## src/rtl/gsram_port_arbiter_if.sv

```systemverilog
// gsram_port_arbiter_if: requester-side bus of the SRAM port arbiter.
// master = requester pool, slave = arbiter.
interface gsram_port_arbiter_if;
    logic [3:0]  req;
    logic [3:0]  we;
    logic [43:0] addr;
    logic [31:0] wdata;
    logic [3:0]  gnt;
    logic [3:0]  rvalid;
    logic [7:0]  rdata;
    logic        ready;
    modport master (output req, we, addr, wdata, input gnt, rvalid, rdata, ready);
    modport slave  (input req, we, addr, wdata, output gnt, rvalid, rdata, ready);
endinterface

```

## src/rtl/gsram_port_arbiter.sv

```systemverilog
// gsram_port_arbiter: round-robin sharing of SRAM port 0 among 4 requesters.
// Define SRAM_CLEAR_EN to zero the whole SRAM through port 1 after reset.
module gsram_port_arbiter #(
    parameter int NREQ = 4
) (
    input  logic                       clk,
    input  logic                       rst,
    gsram_port_arbiter_if.slave        bus,
    output logic [10:0]                a0,
    output logic [7:0]                 d0,
    output logic                       we0,
    output logic                       ce0,
    input  logic [7:0]                 q0,
    output logic [10:0]                a1,
    output logic [7:0]                 d1,
    output logic                       we1,
    output logic                       ce1
);
    logic [1:0] ptr, sel;
    logic       hit, go, ready;
    logic [3:0] rvalid;

    // Descending scan so the requester closest to ptr is assigned last and wins.
    always_comb begin
        hit = 1'b0;
        sel = ptr;
        for (int k = NREQ - 1; k >= 0; k--)
            if (bus.req[ptr + 2'(k)]) begin
                hit = 1'b1;
                sel = ptr + 2'(k);
            end
    end

    assign go         = hit & ready;
    assign bus.gnt    = go ? 4'b0001 << sel : 4'b0000;
    assign ce0        = go;
    assign we0        = go & bus.we[sel];
    assign a0         = go ? bus.addr[11*sel +: 11] : 11'd0;
    assign d0         = go ? bus.wdata[8*sel +: 8] : 8'd0;
    assign bus.ready  = ready;
    assign bus.rvalid = rvalid;
    assign bus.rdata  = |rvalid ? q0 : 8'd0;

    always_ff @(posedge clk)
        if (rst) begin
            ptr    <= 2'd0;
            rvalid <= 4'b0000;
        end else begin
            if (go) ptr <= sel + 2'd1;
            rvalid <= (go && !bus.we[sel]) ? bus.gnt : 4'b0000;
        end

`ifdef SRAM_CLEAR_EN
    localparam logic [0:0] INIT = 1'b0;
    localparam logic [0:0] RUN  = 1'b1;
    logic [0:0]  state;
    logic [10:0] cnt;

    always_ff @(posedge clk)
        if (rst) begin
            state <= INIT;
            cnt   <= 11'd0;
        end else if (state == INIT) begin
            cnt <= cnt + 11'd1;
            if (&cnt) state <= RUN;
        end

    assign ready = (state == RUN) & ~rst;
    assign ce1   = state == INIT;
    assign we1   = state == INIT;
    assign a1    = state == INIT ? cnt : 11'd0;
    assign d1    = 8'd0;
`else
    assign ready = ~rst;
    assign ce1   = 1'b0;
    assign we1   = 1'b0;
    assign a1    = 11'd0;
    assign d1    = 8'd0;
`endif
endmodule

```

## src/flat_wrapper.sv

```systemverilog
// flat-port wrapper written by rule: the top's interface ports become plain ports
module gsram_port_arbiter_flat 
#(
    parameter int NREQ = 4
)
  (clk, rst, a0, d0, we0, ce0, q0, a1, d1, we1, ce1, bus_req, bus_we, bus_addr, bus_wdata, bus_gnt, bus_rvalid, bus_rdata, bus_ready);
  gsram_port_arbiter_if bus_i ();
  input  logic clk;
  input  logic rst;
  output logic [10:0] a0;
  output logic [7:0] d0;
  output logic we0;
  output logic ce0;
  input  logic [7:0] q0;
  output logic [10:0] a1;
  output logic [7:0] d1;
  output logic we1;
  output logic ce1;
  input wire logic [$bits(bus_i.req)-1:0] bus_req;
  input wire logic [$bits(bus_i.we)-1:0] bus_we;
  input wire logic [$bits(bus_i.addr)-1:0] bus_addr;
  input wire logic [$bits(bus_i.wdata)-1:0] bus_wdata;
  output wire logic [$bits(bus_i.gnt)-1:0] bus_gnt;
  output wire logic [$bits(bus_i.rvalid)-1:0] bus_rvalid;
  output wire logic [$bits(bus_i.rdata)-1:0] bus_rdata;
  output wire logic [$bits(bus_i.ready)-1:0] bus_ready;
  assign bus_i.req = bus_req;
  assign bus_i.we = bus_we;
  assign bus_i.addr = bus_addr;
  assign bus_i.wdata = bus_wdata;
  assign bus_gnt = bus_i.gnt;
  assign bus_rvalid = bus_i.rvalid;
  assign bus_rdata = bus_i.rdata;
  assign bus_ready = bus_i.ready;
  gsram_port_arbiter #(.NREQ(NREQ)) u_core (.clk(clk), .rst(rst), .bus(bus_i), .a0(a0), .d0(d0), .we0(we0), .ce0(ce0), .q0(q0), .a1(a1), .d1(d1), .we1(we1), .ce1(ce1));
endmodule
```

## config.mk

```make
export PLATFORM = sky130hd
export DESIGN_NAME = gsram_port_arbiter_flat
export DESIGN_NICKNAME = d
export VERILOG_FILES = /design/src/rtl/gsram_port_arbiter_if.sv /design/src/rtl/gsram_port_arbiter.sv /design/src/flat_wrapper.sv
export SDC_FILE = /design/constraint.sdc
export NUM_CORES = 1
export LEC_CHECK = 0
export CAP_MARGIN = 20
export CORE_UTILIZATION = 29
export CTS_BUF_LIST = sky130_fd_sc_hd__clkbuf_4
export CTS_CLUSTER_SIZE = 16
export DETAILED_ROUTE_END_ITERATION = 16
export PLACE_DENSITY = 0.95
export SYNTH_ARGS = -nofsm -noshare
export SYNTH_HDL_FRONTEND = slang
export SYNTH_SLANG_ARGS = --single-unit
```

## constraint.sdc

```tcl
create_clock -name clk -period 3.35 [get_ports clk]
set_input_delay 0.67 -clock clk [delete_from_list [all_inputs] [get_ports clk]]
set_output_delay 0.67 -clock clk [all_outputs]
set_load 0.02 [all_outputs]
```

==> results of run 1 <==
routing by layer:
metal | track usage (%) | up-vias | part of all wire (%)
met5 | 0 | - | 0
met4 | 7.713 | 0 | 1.3
met3 | 2.759 | 5 | 7.0
met2 | 39.54 | 87 | 58
met1 | 19.03 | 720 | 34
li1 | - | 796 | -
path summary, 6_finish.rpt:
kind / from / end / slack (ps)
max: bus_req[2] / a0[5] / 110
min: u_core.ptr[0] / u_core.ptr[0] / 570
max reg2reg: u_core.ptr[1] / u_core.bus.rvalid[0] / 1430
min reg2reg: u_core.ptr[0] / u_core.ptr[0] / 570
through the flow:
step / power, W / setup slack [ps] / setup TNS (ps) / area (sq um) / hold slack [ps]
final: 0.001091 / 109.4 / 0 / 2706 / 570.8
after global routing: 0.001162 / 27.09 / 0 / 2706 / 613.4
after CTS: 0.001062 / -63.24 / -637.0 / 2648 / 574.7
after detailed placement: 0.0009779 / -458.3 / -8678 / 2638 / 567.6
after global placement: 0.0009614 / -339.5 / -7299 / 2638 / 558.4
after floorplan: 0.0005823 / 528.8 / 0 / 1279 / 512.2
power by group:
part	internal, W	leakage (nW)	switching (W)	total, W
Combinational	0.000500	1.15	0.000424	0.000924
Clock	0.0000408	0.0138	0.0000307	0.0000715
Sequential	0.0000840	0.0492	0.0000113	0.0000953
Total	0.000624	1.21	0.000466	0.00109
layout by cell type (no fill, tap or decap), types with 3 or more instances in the layout:
cell type	Yosys	final
clkdlybuf4s50_1	0	105
dfxtp_1	6	6
mux2i_1	40	38
clkdlybuf4s15_2	0	4
inv_1	5	5
conb_1	1	21
nor2_1	4	4
clkbuf_4	0	3
buf_4	23	24
buf_2	2	15
o22ai_1	19	19
a21boi_0	4	4
ha_1	4	4
nor2b_1	11	11
and2_1	4	4
buf_12	1	4
cells by family after synthesis:
logic type	synth area share, %
mux	33.26
buf+inv	19.96
compound gates	17.25
simple gates	15.07
flops	9.980
fa+ha+maj	4.158
other cells	0.3116
tightest hold or removal path, cell delays in order (launching register included):
cell and delay [ps]:
dfxtp_1 340, mux2i_1 140, nor2_1 50
sequential cells by signal (all words and copies together) (netlist names):
name               count
u_core.bus.rvalid      4
u_core.ptr             2
repair_timing:
| item | in CTS | in global routing |
|---|---|---|
| gates resized for setup | 95 | 10 |
| endpoints found under the hold margin | 0 | 0 |
| pin swaps | 2 | 5 |
| setup endpoints to repair | 24 | 22 |
| gates cloned | 2 | 1 |
| setup buffers | 1 | 2 |
area by class of cell:
class                           instances  area share (%)
Multi-Input combinational cell        125           34.54
Timing Repair Buffer                  158           57.05
Sequential cell                         6           4.438
Clock buffer                            3          0.8322
Inverter                                6          0.8322
Tap cell                               50           2.312
==> flow_summary.ini, run 1 <==
[cts]
clock_latency_ps = 260
htreeDepth = 1
clk_path_buf_depth = 2
cts.sinks = 6
cts_tree = built
path_clk_slew_ps = 50
holdBufCountCts = 0
clock-root-buffer = clkbuf_4
numCtsBuffers = 3

[cells_and_area]
n_fill_cell = 339
area_growth_pct = 124.8
fin_nets = 398
seq_area_sq_um = 120.1
final_core_util_pct = 67.66
finalNonFillerCells = 348
final_layout_size_suffix_gt1_share_pct = 20.47
multi_input_area_sq_um = 934.6
diodes = 0

[synth]
syn_avg_cell_area_sq_um = 8.359
async_flop_share_pct = 0
synthTopCellsByCount = mux2i_1 (40), buf_4 (23), o22ai_1 (19)
ys_types = 28
synth_edf_count = 0
ys_seq_area_share_pct = 9.979
syn_area_sq_um = 1204
synth_area_leader_cell = mux2i_1
synth_area_leaders = mux2i_1 (33%), buf_4 (14%), dfxtp_1 (10%)
synth_cells = 144
synth.most_common_cell = mux2i_1
ys_warn_count = 0
synth-seq-cells = 6
synth_top_area_share_pct = 33.26
synth_flop_cell = dfxtp_1

[timing]
setup_viol = 0
period_share_pct = 96.73
final-max-slew-violation-count = 0
timing.final.crit_period_ps = 3241
grt_setup_unrepaired = false
finClkSkew_ps = 0.2861
fmax_mhz = 308.6
final-hold-violation-count = 0

[place]
dp_hpwl_microns = 3821
dp_cells = 340
io_buffers = 131
gp_congestion = 0.8017

[critical_path]
worst-path-buf-inv = 4
crit_path_max_fanout = 7
crit_slowest_cell = clkdlybuf4s50_1
reg2reg_depth = 7
crit_chain = clkdlybuf4s50_1, nor3_1, or4_4, nand2_8, buf_12, clkbuf_16, mux2i_1, o22ai_1, buf_2
start_kind = input pin
path_class = input pin to primary output
critPathArrivalTime_ps = 2570
cp-end-kind = primary output
cp.required_ps = 2680
slowest_delay_ps = 510
worst-path-stages = 9
critPathTopFamily = buffers and inverters

[global_route]
first_global_vias = 1542
antenna_found_initial = 0
grt_pass1_wl_microns = 6561
overflow = 0
grt_use_total_pct = 19.39
grt_max_degree = 15

[drt]
dr.pass1.iters = 4
wire_per_inst_microns = 13.02
wirelength_microns = 4531
drt_iter0_drc = 30
antenna_left = 0
vias = 1608
vias_per_cell = 4.621
drc_errors = 0

[power]
irDropWorstVdd_uv = 203.4
p_leak_nw = 1.213
power.density_nw_per_um2 = 403.0

[floorplanning]
io_pins = 153
initial_utilization_pct = 30.09
std_cell_rows = 23
core_sq_um = 4000
die_h_microns = 66.43
die_area_sq_um = 4412
die_w_microns = 66.43

[hold_path]
holdPathStages = 2
hp-class = flip-flop to flip-flop

[run_status]
status = completed

[flow_run]
drv_cap = 0
Note: power is estimated with default switching activity, not from simulation.
==> inputs of run 2 (changes only) <==
--- a/config.mk
+++ b/config.mk
@@ -11,6 +11,7 @@
 export CTS_CLUSTER_SIZE = 16
 export DETAILED_ROUTE_END_ITERATION = 16
 export PLACE_DENSITY = 0.95
+export REMOVE_ABC_BUFFERS = 1
 export SYNTH_ARGS = -nofsm -noshare
 export SYNTH_HDL_FRONTEND = slang
 export SYNTH_SLANG_ARGS = --single-unit
==> flow_summary.ini, run 2 (synthesis gave the netlist of run 1 again) <==
[run_status]
status = completed

[global_route]
grt_use_total_pct = 17.54
overflow = 0
grt_pass1_wl_microns = 6009
antenna_found_initial = 0
grt_max_degree = 21
first_global_vias = 1420

[hold_path]
whs_endpoint = u_core.ptr[0]
hold_start = u_core.ptr[0]
hp-class = flip-flop to flip-flop
holdPathStages = 2

[drt]
wirelength_microns = 4496
dr.pass1.iters = 4
drc_errors = 0
vias = 1579
antenna_left = 0
drt_iter0_drc = 28
wire_per_inst_microns = 13.11
vias_per_cell = 4.603

[floorplanning]
io_pins = 153
die_w_microns = 66.43
initial_utilization_pct = 30.09
die_h_microns = 66.43
die_area_sq_um = 4412
core_sq_um = 4000
std_cell_rows = 23

[critical_path]
rrSetupSlack_ps = 1380
start_kind = input pin
critPathTopFamily = buffers and inverters
critPathArrivalTime_ps = 2590
cp-end-kind = primary output
worst-path-buf-inv = 3
crit_chain = clkdlybuf4s50_1, nor3_1, or4_4, nand2_8, inv_2, ha_1, and2_1, dlygate4sd2_1
r2r_start = u_core.ptr[1]
slowest_delay_ps = 520
crit_path_max_fanout = 7
crit_slowest_cell = clkdlybuf4s50_1
cp.required_ps = 2680
worstReg2RegEnd = u_core.ptr[1]
reg2reg_depth = 7
path_class = input pin to primary output

[timing]
final-max-slew-violation-count = 0
timing.final.crit_period_ps = 3260
setup_viol = 0
holdWs_ps = 586.9
final-hold-violation-count = 0
period_share_pct = 97.31
finClkSkew_ps = 1.622
grt_setup_unrepaired = false
fmax_mhz = 306.8

[cts]
cts_tree = built
path_clk_slew_ps = 50
clock-root-buffer = clkbuf_4
numCtsBuffers = 3
holdBufCountCts = 0
clk_path_buf_depth = 2
htreeDepth = 1
clock_latency_ps = 250
cts.sinks = 6

[cells_and_area]
mostFrequentLayoutCell = clkdlybuf4s50_1
multi_input_area_sq_um = 934.6
area_growth_pct = 119.4
final_cell_mix = clkdlybuf4s50_1 (105), mux2i_1 (38), conb_1 (21)
final_layout_size_suffix_gt1_share_pct = 18.43
largest_register = u_core.bus.rvalid
largestRegisters = u_core.bus.rvalid (4), u_core.ptr (2)
largest_register_ffs = 4
fin_nets = 393
n_fill_cell = 333
seq_area_sq_um = 120.1
fin_area_sq_um = 2641
diodes = 0

[power]
power.density_nw_per_um2 = 395.8
p_leak_nw = 1.205
finalPower_w = 0.001046
irDropWorstVdd_uv = 150.6

[place]
dp_hpwl_microns = 3653
post_dp_cell_area_sq_um = 2608
gp_congestion = 0.7739
io_buffers = 131

[flow_run]
drv_cap = 0
## run 2: cell count changes in the layout (fill, tap and decap cells not counted), sizes merged
cell,previous run,this run
buf,46,39
clkdlybuf4s15,4,0
clkbuf,4,8
dlymetal6s2s,1,2
dlygate4sd2,1,2
## run 2: layout make-up
class	count	area share, %
repair buffers	153	55.99
multi-input cells	125	35.39
flip-flops and latches	6	4.548
well taps	50	2.369
clock buffers	3	0.8527
inverters	6	0.8527
## run 2: routing by layer
| metal | share of wire, % | GRT usage, % | routed length (microns) | vias to the layer above |
|---|---|---|---|---|
| li1 | - | - | - | 784 |
| met1 | 35 | 17.11 | 1577 | 704 |
| met2 | 57 | 36.48 | 2549 | 86 |
| met3 | 7.3 | 2.414 | 328 | 5 |
| met4 | 0.91 | 5.851 | 41 | 0 |
| met5 | 0 | 0 | 0 | - |
## run 2: worst max path at each step
stage                from    endpoint  cells past startpoint
2_1_floorplan  bus_req[0]         we0                      6
3_3_place_gp   bus_req[0]       a0[1]                      8
3_5_place_dp   bus_req[3]       a0[1]                      8
4_1_cts        bus_req[3]       d0[3]                      8
5_1_grt        bus_req[2]  bus_gnt[0]                      8
6_report       bus_req[2]  bus_gnt[0]                      8
## run 2: through the flow
| step | TNS (ps) | util [%] | cells | setup WS [ps] |
|---|---|---|---|---|
| 2_1_floorplan | 0 | - | 137 | 297.8 |
| 3_3_place_gp | -7354 | 65.19 | 336 | -368.2 |
| 3_5_place_dp | -8066 | 65.19 | 336 | -395.7 |
| 4_1_cts | -71.99 | 63.22 | 339 | -71.99 |
| 5_1_grt | 0 | 66.03 | 343 | 10.75 |
| 6_report | 0 | 66.03 | 343 | 90.18 |
## run 2: worst min-delay path: stages (launching register included)
cell     delay, ps
dfxtp_1        330
mux2i_1        150
nor2_1          50
## run 2: report_power, final
group          internal, W   total, W  leakage (nW)  switching [W]
Sequential       0.0000840  0.0000955        0.0492      0.0000115
Combinational     0.000466   0.000883          1.14       0.000416
Clock            0.0000406  0.0000673        0.0138      0.0000268
## run 2: what timing repair did
action	in CTS	in global routing
gates resized for setup	87	8
cloned	0	4
pin swaps	0	3
setup endpoints to repair	24	24
setup buffers	0	0
==> inputs of run 3 (changes only) <==
--- a/config.mk
+++ b/config.mk
@@ -5,6 +5,7 @@
 export SDC_FILE = /design/constraint.sdc
 export NUM_CORES = 1
 export LEC_CHECK = 0
+export ABC_CLOCK_PERIOD_IN_PS = 3350
 export CAP_MARGIN = 20
 export CORE_UTILIZATION = 29
 export CTS_BUF_LIST = sky130_fd_sc_hd__clkbuf_4
==> results of run 3 <==
Final layout, timing and power as in run 2 (identical DEF).
